`src/rtl/xor_oper_if.sv`:
```
// ---------------------------------------------------------------------------
// xor_oper_if : operand/result bundle for the registered XOR stage.
//
// Signals
//   a   operand A (driven by master)
//   b   operand B (driven by master)
//   co  registered a ^ b (driven by slave)
//
// Handshake: there is none. The pipeline advances on every rising clock
// edge; a new operand pair is consumed each cycle and co always holds the
// result of the pair sampled LATENCY edges earlier (or 0 after reset).
// ---------------------------------------------------------------------------
interface xor_oper_if #(
  parameter int WIDTH = 4
);
  logic [WIDTH-1:0] a;
  logic [WIDTH-1:0] b;
  logic [WIDTH-1:0] co;

  modport master (output a, output b, input co);
  modport slave  (input a, input b, output co);
endinterface

```
`src/rtl/xor_oper.sv`:
```
// ---------------------------------------------------------------------------
// xor_oper : bitwise XOR of two operands through a LATENCY-deep register
// pipeline.
//
// Parameters
//   WIDTH    operand/result width (>= 1); must match the bus WIDTH
//   LATENCY  number of register stages between inputs and co (>= 1)
//
// Ports
//   clk   system clock, all state updates on the rising edge
//   rstn  synchronous active-low reset; clears every stage to 0
//   bus   xor_oper_if slave: a, b in; co out (last pipeline stage)
//
// co is driven only by the final register, so there is no combinational
// path from a/b to co. Reset has priority over data capture.
// ---------------------------------------------------------------------------
module xor_oper #(
  parameter int WIDTH   = 4,
  parameter int LATENCY = 1
) (
  input logic       clk,
  input logic       rstn,
  xor_oper_if.slave bus
);

  generate
    if (WIDTH < 1) begin : g_bad_width
      $error("xor_oper: WIDTH must be >= 1");
    end

    if (LATENCY < 1) begin : g_bad_latency
      // A zero-stage pipeline would make co combinational; refuse it.
      $error("xor_oper: LATENCY must be >= 1");
    end else begin : g_pipe
      logic [WIDTH-1:0] stage_q [LATENCY];

      always_ff @(posedge clk) begin
        if (!rstn) begin
          // Discard every in-flight result so co reads 0, never stale data.
          for (int i = 0; i < LATENCY; i++) begin
            stage_q[i] <= '0;
          end
        end else begin
          stage_q[0] <= bus.a ^ bus.b;
          for (int i = 1; i < LATENCY; i++) begin
            stage_q[i] <= stage_q[i-1];
          end
        end
      end

      assign bus.co = stage_q[LATENCY-1];
    end
  endgenerate

endmodule

```
`src/flat_wrapper.sv`:
```
// flat-port wrapper written by rule: the top's interface ports become plain ports
module xor_oper_flat 
#(
  parameter int WIDTH   = 4,
  parameter int LATENCY = 1
)
  (clk, rstn, bus_a, bus_b, bus_co);
  xor_oper_if #(.WIDTH(WIDTH)) bus_i ();
  input logic clk;
  input logic rstn;
  input wire logic [$bits(bus_i.a)-1:0] bus_a;
  input wire logic [$bits(bus_i.b)-1:0] bus_b;
  output wire logic [$bits(bus_i.co)-1:0] bus_co;
  assign bus_i.a = bus_a;
  assign bus_i.b = bus_b;
  assign bus_co = bus_i.co;
  xor_oper #(.WIDTH(WIDTH), .LATENCY(LATENCY)) u_core (.clk(clk), .rstn(rstn), .bus(bus_i));
endmodule
```
`config.mk`:
```
export PLATFORM = sky130hd
export DESIGN_NAME = xor_oper_flat
export DESIGN_NICKNAME = d
export VERILOG_FILES = /design/src/rtl/xor_oper_if.sv /design/src/rtl/xor_oper.sv /design/src/flat_wrapper.sv
export SDC_FILE = /design/constraint.sdc
export NUM_CORES = 1
export LEC_CHECK = 0
export CORE_AREA = 2 2 39 41
export DETAILED_ROUTE_END_ITERATION = 7
export DIE_AREA = 0 0 41 43
export PLACE_DENSITY = 0.39
export SYNTH_ARGS = -nofsm -noshare
export SYNTH_HDL_FRONTEND = slang
export SYNTH_SLANG_ARGS = --single-unit
export TNS_END_PERCENT = 1
```
`constraint.sdc`:
```
create_clock -name clk -period 1.5 [get_ports clk]
set_input_delay 0.3 -clock clk [delete_from_list [all_inputs] [get_ports clk]]
set_output_delay 0.3 -clock clk [all_outputs]
set_load 0.005 [all_outputs]
```
==> metrics, run 1 <==
status complete, no violations; CP max FO 1; vias in the first global route between 100 and 150; top cells by count, synth 4 x and2_1, 4 x dfxtp_1, 4 x xor2_1; Final Total Pwr between 0.3 and 0.4 mW; Worst Hold Depth 2; Worst Path Required approximately 1200 ps; WL/cell 6.64 um; Slew Limit Fails 0; Residual DRC 0; sequential area share after synthesis between 50 and 60%; final hold violation count 0; syn avg cell area between 10 and 15 um2; TritonCTS Buffers 3; grt ovf 0; layout cells sized above 1 10.7%; Syn Nets 22; max FFs per register 4; cts-stage hold buffer count 0; final worst-path cycle share between 80% and 90%; RSZ-0062 raised after global routing false; CP top delay family buffers and inverters; Hold Path End u_core.g_pipe.stage_q[0][2]; synth warn 0; root buf cell clkbuf_4; mapped cell area approximately 140 um2; Least-Margin Pin Slew around 110 ps; area delta synth->final 123%; Pleak 0.125 nW; most flop-heavy register u_core.g_pipe.stage_q; predominant post-synthesis flop cell dfxtp_1; peak supply drop ~200 uV; utilization of the core after routing 22.6%; initial antenna violation count 0; Critical Path Max Stage Delay approximately 490 ps; I/O Pins 14; EDFF count, synth 0; synth top area cells dfxtp_1 57%, xor2_1 25%, and2_1 18%; core area about 1400 um2; first-pass iteration count of the detailed router 1; setup bufs post-CTS 0; worst path bufs/invs 1; critical path startpoint category register; Sink Count 4; worst path cell trace clkdlybuf4s50_1; TritonCTS clock tree built; hold path start rstn; drt total wl 292 um; Final min period ~1300 ps; final net count 40; Synth Register Bits 4; Synth area leader dfxtp_1; TNS Setup 0 ps; gr usage total slightly below 6%; Fillers ~160; Post-CTS Resized 0; chip height around 43 um; Netlist cell types 3; Antenna diodes 0; pin count of the biggest net entering global routing 5; final non-filler cell total 44; Relative slew margins between 90 and 100%; Worst EP arrival 1020 ps; first-pass GRT wire length roughly 550 um; registers with the most flip-flops u_core.g_pipe.stage_q x4; final worst setup slack ~180 ps; DRT antenna net count 0; Rows 14; Worst setup EP type output pin; DRT iter0 DRCs 0; clk slew on worst S/H paths about 40 ps; Placed Cells 41; Max stage delay cell, worst path clkdlybuf4s50_1; max_cap viols 0; Final Wtd Congestion about 0.57; via count between 100 and 150; H-tree levels 1; top cell type's share of synthesized area between 50% and 60%; Hold WC Path Type in2reg; PortBufs 13; drt via density 3.05; die width between 40 and 50 um; pre-CTS WS around 360 ps; Register Area 80.1 um2; Post-Synthesis Cells 12; initial core utilization between 10% and 20%; kind of critical path reg2out; pwr dens ~970 nW/um2; die area 1760 um2; fmax between 700 and 800 MHz; footprint of the multi-input gates 60.1 um2; CTS max path bufs 2; Synth async-reset ratio 0%; final setup fails 0
[metrics by stage]
stage / instance area, um2 / hold slack, ps
finish: 313 / 697
global route: 313 / 732
CTS: 313 / 694
detailed placement: 290 / 944
global placement: 290 / 949
floorplan: 140 / 422
[placed cells by master (no fill, tap or decap)]
master,n
clkbuf_4,3
clkdlybuf4s50_1,13
and2_1,4
dfxtp_1,4
xor2_1,4
[power by group]
group          internal, mW  leakage, nW  switching [mW]
sequential            0.116       0.0333         0.00199
combinational        0.0421       0.0776          0.0125
clock                0.0893       0.0138          0.0410
total                 0.247        0.125          0.0555
[logic make-up (layout without fill, tap and decap cells)]
family                 count (synthesis)  after routing  share of synthesized area (%)
buffers and inverters                  0             16                              0
AND/OR/NAND/NOR                        4              4                           17.9
XOR/XNOR                               4              4                           25.0
flip-flops                             4              4                           57.1
[cell type report]
class,instances,area share (%)
Multi-Input combinational cell,8,19.2
Timing Repair Buffer,13,41.6
Clock buffer,3,7.20
Sequential cell,4,25.6
Tap cell,16,6.40
[metal layers]
| layer | up-vias | global-route usage (%) | share of wire [%] |
|---|---|---|---|
| li1 | 69 | - | - |
| met1 | 49 | 6.41 | 36 |
| met2 | 14 | 4.38 | 39 |
| met3 | 2 | 4.71 | 22 |
| met4 | 0 | 10.0 | 2.1 |
| met5 | - | 0 | 0 |
[how the worst max path moves through the flow]
stage | endpoint | slack, ps | depth (start not counted) | startpoint
after global placement | u_core.g_pipe.stage_q[0][3] | 370 | 3 | bus_b[3]
after detailed placement | u_core.g_pipe.stage_q[0][2] | 360 | 3 | bus_b[2]
after global routing | bus_co[0] | 120 | 1 | u_core.g_pipe.stage_q[0][0]
final | bus_co[1] | 180 | 1 | u_core.g_pipe.stage_q[0][1]
after CTS | bus_co[1] | 160 | 1 | u_core.g_pipe.stage_q[0][1]
after floorplan | u_core.g_pipe.stage_q[0][0] | 820 | 2 | bus_b[0]
No activity file was read; power rests on OpenSTA's default activity.
==> run 2, diff against run 1 <==
Settings changed: TNS_END_PERCENT 1 to 30.
==> results of run 2 <==
Final layout, timing and power as in run 1 (identical DEF).
==> run 3, diff against run 2 <==
Settings changed: REMOVE_ABC_BUFFERS from default to 1.
==> results of run 3 <==
Final layout, timing and power as in run 1 (identical DEF).
